## config.mk

```make
export PLATFORM = sky130hd
export DESIGN_NAME = if_fetch_unit_flat
export DESIGN_NICKNAME = d
export VERILOG_FILES = /design/src/rtl/if_pkg.sv /design/src/rtl/if_fetch_unit_if.sv /design/src/rtl/if_fetch_queue.sv /design/src/rtl/if_fetch_unit.sv /design/src/flat_wrapper.sv
export SDC_FILE = /design/constraint.sdc
export NUM_CORES = 1
export LEC_CHECK = 0
export CAP_MARGIN = 20
export CORE_MARGIN = 10
export CORE_UTILIZATION = 60
export CTS_CLUSTER_DIAMETER = 150
export DETAILED_ROUTE_END_ITERATION = 8
export DONT_BUFFER_PORTS = 1
export GPL_TIMING_DRIVEN = 0
export PLACE_DENSITY = 0.76
export SYNTH_ARGS = -nofsm -noshare
export SYNTH_HDL_FRONTEND = slang
export SYNTH_HIERARCHICAL = 1
export SYNTH_SLANG_ARGS = --single-unit
export TNS_END_PERCENT = 1
```

## constraint.sdc

```tcl
create_clock -name clk -period 10.3 [get_ports clk]
set_input_delay 2.06 -clock clk [delete_from_list [all_inputs] [get_ports clk]]
set_output_delay 2.06 -clock clk [all_outputs]
set_load 0.01 [all_outputs]
```

## src/rtl/if_pkg.sv

```systemverilog
// Shared types and constants for the instruction-fetch stage.
// Imported by the fetch interface, fetch queue and fetch unit.
package if_pkg;

  localparam int unsigned XLEN = 32;

  localparam logic [XLEN-1:0] INSTR_NOP = 32'h0000_0000;
  localparam logic [XLEN-1:0] PC_STEP   = 32'd4;

  typedef struct packed {
    logic [XLEN-1:0] pc;
    logic [XLEN-1:0] instr;
  } fq_entry_t;

  function automatic logic [XLEN-1:0] pc_align(
    input logic [XLEN-1:0] a
  );
    return a & ~XLEN'(3);
  endfunction

endpackage

```

## src/rtl/if_fetch_unit_if.sv

```systemverilog
// Fetch-stage bus bundle: imem request/response channel plus
// the head-of-queue view presented to the IF/ID register.
interface if_fetch_unit_if;
  import if_pkg::*;

  logic            imem_req;
  logic [XLEN-1:0] imem_addr;
  logic            imem_gnt;
  logic            imem_rvalid;
  logic [XLEN-1:0] imem_rdata;

  logic            if_valid;
  logic [XLEN-1:0] if_pc;
  logic [XLEN-1:0] if_instr;

  modport master (
    output imem_req,
    output imem_addr,
    input  imem_gnt,
    input  imem_rvalid,
    input  imem_rdata,
    output if_valid,
    output if_pc,
    output if_instr
  );

  modport slave (
    input  imem_req,
    input  imem_addr,
    output imem_gnt,
    output imem_rvalid,
    output imem_rdata,
    input  if_valid,
    input  if_pc,
    input  if_instr
  );

endinterface

```

## src/rtl/if_fetch_queue.sv

```systemverilog
// In-order fetch queue of {pc, instr} entries.
// Clear wins over push/pop; pointers wrap mod DEPTH.
module if_fetch_queue
  import if_pkg::*;
#(
  parameter int unsigned DEPTH = 4,
  localparam int unsigned AW = $clog2(DEPTH),
  localparam int unsigned CW = AW + 1
) (
  input  logic          clk,
  input  logic          rst,
  input  logic          clear_i,
  input  logic          push_i,
  input  fq_entry_t     push_data_i,
  input  logic          pop_i,
  output fq_entry_t     head_o,
  output logic [CW-1:0] count_o
);

  fq_entry_t     mem_q [DEPTH];
  logic [AW-1:0] wptr_q, wptr_d;
  logic [AW-1:0] rptr_q, rptr_d;
  logic [CW-1:0] count_q, count_d;

  logic do_push;
  logic do_pop;
  logic full;

  assign full    = (count_q == CW'(DEPTH));
  assign do_push = push_i && !clear_i;
  assign do_pop  = pop_i && !clear_i && (count_q != '0);

  always_comb begin
    wptr_d  = wptr_q;
    rptr_d  = rptr_q;
    count_d = count_q;
    if (clear_i) begin
      wptr_d  = '0;
      rptr_d  = '0;
      count_d = '0;
    end else begin
      if (do_push) wptr_d = wptr_q + AW'(1);
      if (do_pop)  rptr_d = rptr_q + AW'(1);
      count_d = count_q + CW'(do_push) - CW'(do_pop);
    end
  end

  always_ff @(posedge clk) begin
    if (rst) begin
      wptr_q  <= '0;
      rptr_q  <= '0;
      count_q <= '0;
    end else begin
      wptr_q  <= wptr_d;
      rptr_q  <= rptr_d;
      count_q <= count_d;
    end
  end

  always_ff @(posedge clk) begin
    if (do_push) mem_q[wptr_q] <= push_data_i;
  end

  assign head_o  = mem_q[rptr_q];
  assign count_o = count_q;

  // The credit scheme upstream must make this unreachable.
  no_overflow_a: assert property (
    @(posedge clk) disable iff (rst) do_push |-> !full
  );

endmodule

```

## src/rtl/if_fetch_unit.sv

```systemverilog
// Instruction-fetch stage: fetch PC, imem credits, drop counter.
// Optional perf counters under `IF_PERF_CNT_EN.
module if_fetch_unit
  import if_pkg::*;
#(
  parameter logic [XLEN-1:0] RESET_PC = 32'h0000_0000,
  parameter int unsigned     FQ_DEPTH = 4
) (
  input  logic            clk,
  input  logic            rst,
  input  logic            stall,
  input  logic            redirect,
  input  logic [XLEN-1:0] redirect_pc,
  if_fetch_unit_if.master bus
`ifdef IF_PERF_CNT_EN
  ,
  output logic [31:0]     perf_fetched,
  output logic [31:0]     perf_redirects,
  output logic [31:0]     perf_dropped
`endif
);

  localparam int unsigned CW = $clog2(FQ_DEPTH) + 1;

  logic [XLEN-1:0] fetch_pc_q, fetch_pc_d;
  logic [XLEN-1:0] resp_pc_q, resp_pc_d;
  logic [CW-1:0]   inflight_q, inflight_d;
  logic [CW-1:0]   drop_q, drop_d;

  logic [CW-1:0]   count;
  logic [CW:0]     used;
  logic [XLEN-1:0] target;
  fq_entry_t       head;
  fq_entry_t       push_data;

  logic req, issue, rvalid, drop_hit, push, pop, valid;

  assign target = pc_align(redirect_pc);
  assign rvalid = bus.imem_rvalid;

  assign used  = {1'b0, count} + {1'b0, inflight_q};
  assign req   = !rst && !redirect
              && (used < (CW+1)'(FQ_DEPTH));
  assign issue = req && bus.imem_gnt;

  assign drop_hit = rvalid && (drop_q != '0);
  assign push     = rvalid && !drop_hit && !redirect;

  assign valid = !rst && (count != '0);
  assign pop   = valid && !stall && !redirect;

  assign push_data.pc    = resp_pc_q;
  assign push_data.instr = bus.imem_rdata;

  always_comb begin
    fetch_pc_d = fetch_pc_q;
    resp_pc_d  = resp_pc_q;
    inflight_d = inflight_q + CW'(issue) - CW'(rvalid);
    drop_d     = drop_q;
    if (redirect) begin
      fetch_pc_d = target;
      resp_pc_d  = target;
      // Every request still outstanding belongs to the old path.
      drop_d     = inflight_q - CW'(rvalid);
    end else begin
      if (issue)    fetch_pc_d = fetch_pc_q + PC_STEP;
      if (push)     resp_pc_d  = resp_pc_q + PC_STEP;
      if (drop_hit) drop_d     = drop_q - CW'(1);
    end
  end

  always_ff @(posedge clk) begin
    if (rst) begin
      fetch_pc_q <= RESET_PC;
      resp_pc_q  <= RESET_PC;
      inflight_q <= '0;
      drop_q     <= '0;
    end else begin
      fetch_pc_q <= fetch_pc_d;
      resp_pc_q  <= resp_pc_d;
      inflight_q <= inflight_d;
      drop_q     <= drop_d;
    end
  end

  if_fetch_queue #(
    .DEPTH (FQ_DEPTH)
  ) u_fq (
    .clk         (clk),
    .rst         (rst),
    .clear_i     (redirect),
    .push_i      (push),
    .push_data_i (push_data),
    .pop_i       (pop),
    .head_o      (head),
    .count_o     (count)
  );

  assign bus.imem_req  = req;
  assign bus.imem_addr = fetch_pc_q;
  assign bus.if_valid  = valid;
  assign bus.if_pc     = valid ? head.pc : '0;
  assign bus.if_instr  = valid ? head.instr : INSTR_NOP;

`ifdef IF_PERF_CNT_EN
  logic [31:0] fetched_q, redirects_q, dropped_q;

  always_ff @(posedge clk) begin
    if (rst) begin
      fetched_q   <= '0;
      redirects_q <= '0;
      dropped_q   <= '0;
    end else begin
      fetched_q   <= fetched_q + 32'(push);
      redirects_q <= redirects_q + 32'(redirect);
      dropped_q   <= dropped_q
                   + 32'(rvalid && (drop_hit || redirect));
    end
  end

  assign perf_fetched   = fetched_q;
  assign perf_redirects = redirects_q;
  assign perf_dropped   = dropped_q;
`endif

endmodule

```

## src/flat_wrapper.sv

```systemverilog
// flat-port wrapper written by rule: the top's interface ports become plain ports
module if_fetch_unit_flat import if_pkg::*;
#(
  parameter logic [XLEN-1:0] RESET_PC = 32'h0000_0000,
  parameter int unsigned     FQ_DEPTH = 4
)
  (clk, rst, stall, redirect, redirect_pc, bus_imem_req, bus_imem_addr, bus_imem_gnt, bus_imem_rvalid, bus_imem_rdata, bus_if_valid, bus_if_pc, bus_if_instr);
  if_fetch_unit_if bus_i ();
  input  logic clk;
  input  logic rst;
  input  logic stall;
  input  logic redirect;
  input  logic [XLEN-1:0] redirect_pc;
  output wire logic [$bits(bus_i.imem_req)-1:0] bus_imem_req;
  output wire logic [$bits(bus_i.imem_addr)-1:0] bus_imem_addr;
  input wire logic [$bits(bus_i.imem_gnt)-1:0] bus_imem_gnt;
  input wire logic [$bits(bus_i.imem_rvalid)-1:0] bus_imem_rvalid;
  input wire logic [$bits(bus_i.imem_rdata)-1:0] bus_imem_rdata;
  output wire logic [$bits(bus_i.if_valid)-1:0] bus_if_valid;
  output wire logic [$bits(bus_i.if_pc)-1:0] bus_if_pc;
  output wire logic [$bits(bus_i.if_instr)-1:0] bus_if_instr;
  assign bus_imem_req = bus_i.imem_req;
  assign bus_imem_addr = bus_i.imem_addr;
  assign bus_i.imem_gnt = bus_imem_gnt;
  assign bus_i.imem_rvalid = bus_imem_rvalid;
  assign bus_i.imem_rdata = bus_imem_rdata;
  assign bus_if_valid = bus_i.if_valid;
  assign bus_if_pc = bus_i.if_pc;
  assign bus_if_instr = bus_i.if_instr;
  if_fetch_unit #(.RESET_PC(RESET_PC), .FQ_DEPTH(FQ_DEPTH)) u_core (.clk(clk), .rst(rst), .stall(stall), .redirect(redirect), .redirect_pc(redirect_pc), .bus(bus_i));
endmodule
```

==> impl_results.md, run 1 <==
- Antenna Cells: 0
- Number of post-CTS setup repair buffers: 0
- Net Switching: 0.000606 W
- Final WL: 29.1 mm
- Worst hold path type: reg2reg
- Maximum clock rate: 168 MHz
- Reg2reg start: u_core/u_fq/count_o[2]
- FP Rows: 55
- Routed via count: 7520
- Synth Cell Area: 14000 um^2
- Post-Syn Instances: 894
- Met3 usage in global routing: 5.90%
- Area Overhead vs Synth: 11.4%
- Share of cells above drive strength 1: 16.3%
- FF+latch count, synth: 331
- Total die area: 29900 um^2
- Tmin final: 5.94 ns
- Met1 global-route usage: 24.5%
- Outcome: finished, final reports clean
- EDFF count, synth: 256
- Vias in the first global route: 7735
- Top post-synthesis cells by area: edfxtp_1 (55%), dfxtp_1 (11%), mux4_2 (9.6%)
- Initial antenna violation count: 0
- Routed Antenna Nets: 0
- Iteration-0 DRC Markers: 585
- Prevailing post-synth register cell: edfxtp_1
- GRT Max-Usage Layer: met2
- Clock Tree Root: clkbuf_16
- Clk slew on worst S/H paths: 0.06 ns
- Final setup viols: 0
- Register share of total power: 54.0%
- Clock Sinks: 331
- First-pass GRT wire length: 45.0 mm
- Vias per cell: 5.87
- CTS Buf Count: 34
- Synth top cells by count: edfxtp_1 (256), dfxtp_1 (75), and2_1 (70), mux4_2 (60), inv_1 (48)
- Hold WS: 0.539 ns
- Crit-path cells: clkbuf_1 -> nor2_1 -> clkbuf_1 -> clkbuf_1 -> and2_1
- Most used cell, CP: clkbuf_1
- IO Pins: 168
- Post-synthesis cell type count: 60
- Port buffer count: 0
- Skew-Pair Late Insertion Delay: 0.51 ns
- Largest net degree at the start of global routing: 61
- RSZ-0062 raised after global routing: no
- Leading area contributor after synthesis: edfxtp_1
- Pre-CTS WS: 4.32 ns
- DP Cell Count: 1220
- Pint: 0.00221 W
- Ys async rst share: 0%
- Post-layout net count: 1031
- Final Hold Viols: 0
- TritonCTS clock tree: yes
- Crit Path Max Fanout: 10
- GR Overflow Total: 0
- Count leader, synth: edfxtp_1
- Data required, critical path: 8.24 ns
- Initial Util: 61.4%
- H-tree depth: 2
- Crit path from: rst
- Die X: 173 um
- Peak supply drop: 0.0960 mV
- DRC: 0
- MaxCap Viol Count: 0
- Clock group share of total power: 41.1%
- Post-DP HPWL: 19.6 mm
- Setup CP Type: in2out
- WL per Instance: 22.7 um
- Die height: 173 um
- Hold Buf Count CTS: 0
- Clock buffer depth: 3
- Worst Tran Pin Value: 0.875 ns
- GRT Util Overall: 19.2%
- Sw frac: 21.5%
- Placer congestion estimate: 0.823
- Core ar.: 22800 um^2
- Syn_area_per_cell: 15.7 um^2
- WP data arrival: 3.88 ns
- DRT Pass-1 Iters: 5
- Post-cts sizing count: 0
- Worst Hold Launch: u_core/resp_pc_q[12]
- Yosys warns: 6
- GR Util met2: 30.4%
- Non-filler cells, final: 1282
- Final setup margin: 4.36 ns
- Synth top area share: 54.8%
- Part of the power in combinational logic: 4.9%
- Startpoint types: primary input
- Final Max Tran Viols: 0
- Worst Skew: 0.0138 ns
- Leak pwr: 5.20 nW
- Crit path capture type: output pin
- PD cells: 180 nW/um^2
- Max incr delay on CP: 0.52 ns
- Setup TNS: 0 ns
- Sequential area share after synthesis: 65.5%
- Final Cycle Share: 57.7%
- Crit-path slowest cell: clkbuf_1
- Max-Slew Margin vs Limit: 41.4%
==> sequential cells by signal, summed over array words and instances (netlist names), named ones only <==
name / count
u_core/bus.imem_addr: 30
u_core/drop_q: 3
u_core/inflight_q: 3
u_core/resp_pc_q: 30
u_core/u_fq/count_o: 3
u_core/u_fq/mem_q: 256
u_core/u_fq/rptr_q: 2
u_core/u_fq/wptr_q: 2
==> worst max-delay path, delay by kind of cell <==
| family | cells | cell delay (ns) |
|---|---|---|
| AND/OR/NAND/NOR | 2 | 0.70 |
| buffers and inverters | 3 | 1.12 |
==> worst paths after layout <==
path                         endpoint  slack [ns]  cells after the start
min          u_core/u_fq/mem_q[2][44]        0.54                      0
min reg2reg  u_core/u_fq/mem_q[2][44]        0.54                      0
max reg2reg      u_core/inflight_q[2]        7.24                     13
max                     bus_if_pc[11]        4.36                      5
==> cells by family after synthesis <==
| group | synth area share [%] |
|---|---|
| AO/OA/AOI/OAI | 4.71 |
| AND/OR/NAND/NOR | 9.75 |
| buffers and inverters | 3.60 |
| XOR/XNOR | 4.04 |
| multiplexers | 10.7 |
| adder cells (fa/ha/maj) | 1.71 |
| other | 0.0267 |
| flip-flops | 65.5 |
==> cell usage in the layout, fill, tap and decap left out, types with 5 or more instances in the layout <==
cell type	Yosys	final
nor2_1	22	22
clkbuf_16	0	34
clkinv_2	0	8
edfxtp_1	256	256
xnor2_1	36	36
buf_2	8	8
nand2_1	23	23
mux4_2	60	60
nor3b_1	6	6
nor4_1	6	6
and4_1	6	6
buf_12	6	6
and2_1	70	66
conb_1	1	10
nand4_1	20	20
a21oi_1	29	29
nand3_1	20	20
ha_1	16	16
clkbuf_1	24	34
nor3_1	17	17
inv_1	48	48
a21boi_0	38	38
xor2_1	26	26
and3_1	6	6
a31oi_1	5	5
nor3_2	5	5
dfxtp_1	75	75
==> cell type report <==
| type | count | area [um^2] |
|---|---|---|
| Multi-Input combinational cell | 477 | 4380 |
| Inverter | 49 | 186 |
| Sequential cell | 331 | 9190 |
| Clock inverter | 16 | 145 |
| Buffer | 46 | 319 |
| Timing Repair Buffer | 4 | 110 |
| Fill cell | 1563 | 7210 |
| Clock buffer | 46 | 910 |
| Tap cell | 313 | 392 |
==> stage by stage <==
step	total power, W	utilization [%]	cell area [um^2]
6_report	0.00282	68.4	15600
5_1_grt	0.00292	68.4	15600
4_1_cts	0.00284	68.4	15600
3_5_place_dp	0.00169	63.8	14600
3_3_place_gp	0.00168	63.3	14500
2_1_floorplan	0.00164	-	14100
==> metal layers <==
layer | vias to the layer above | part of all wire [%]
li1 | 3474 | -
met5 | - | 0
met4 | 0 | 2.7
met3 | 43 | 8.6
met2 | 246 | 48
met1 | 3757 | 41
==> power by group through the flow <==
stage | sequential [W] | combinational (W) | clock, W
floorplan | 0.00153 | 0.000107 | 0
global placement | 0.00155 | 0.000132 | 0
detailed placement | 0.00155 | 0.000137 | 0
CTS | 0.00152 | 0.000139 | 0.00118
global route | 0.00153 | 0.000155 | 0.00124
finish | 0.00152 | 0.000139 | 0.00116
No activity file was read; power rests on OpenSTA's default activity.
==> inputs of run 2 (changes only) <==
==> constraint.sdc (replaced) <==
create_clock -name clk -period 6 [get_ports clk]
set_input_delay 1.2 -clock clk [delete_from_list [all_inputs] [get_ports clk]]
set_output_delay 1.2 -clock clk [all_outputs]
set_load 0.01 [all_outputs]
==> results of run 2 <==
The final DEF is identical to that of run 1. Status: finished, final reports clean.
Main changes from that run: setup slack after placement 4.32 ns -> 1.74 ns; setup slack after layout 4.36 ns -> 1.78 ns; register-to-register setup slack 7.24 ns -> 2.94 ns; total power 0.00282 W -> 0.00484 W; worst IR drop on VDD 0.0960 mV -> 0.165 mV
==> inputs of run 3 (changes only) <==
==> constraint.sdc (replaced) <==
create_clock -name clk -period 3.9 [get_ports clk]
set_input_delay 0.78 -clock clk [delete_from_list [all_inputs] [get_ports clk]]
set_output_delay 0.78 -clock clk [all_outputs]
set_load 0.01 [all_outputs]
==> results of run 3 <==
The final DEF is identical to that of run 1. Status: finished, final reports clean.
Main changes from that run: setup slack after placement 4.32 ns -> 0.483 ns; setup slack after layout 4.36 ns -> 0.521 ns; hold slack 0.539 ns -> 0.361 ns; register-to-register setup slack 7.24 ns -> 0.84 ns; end point of the worst hold path u_core/u_fq/mem_q[2][44] -> u_core/u_fq/mem_q[3][16]; total power 0.00282 W -> 0.00745 W; worst IR drop on VDD 0.0960 mV -> 0.254 mV
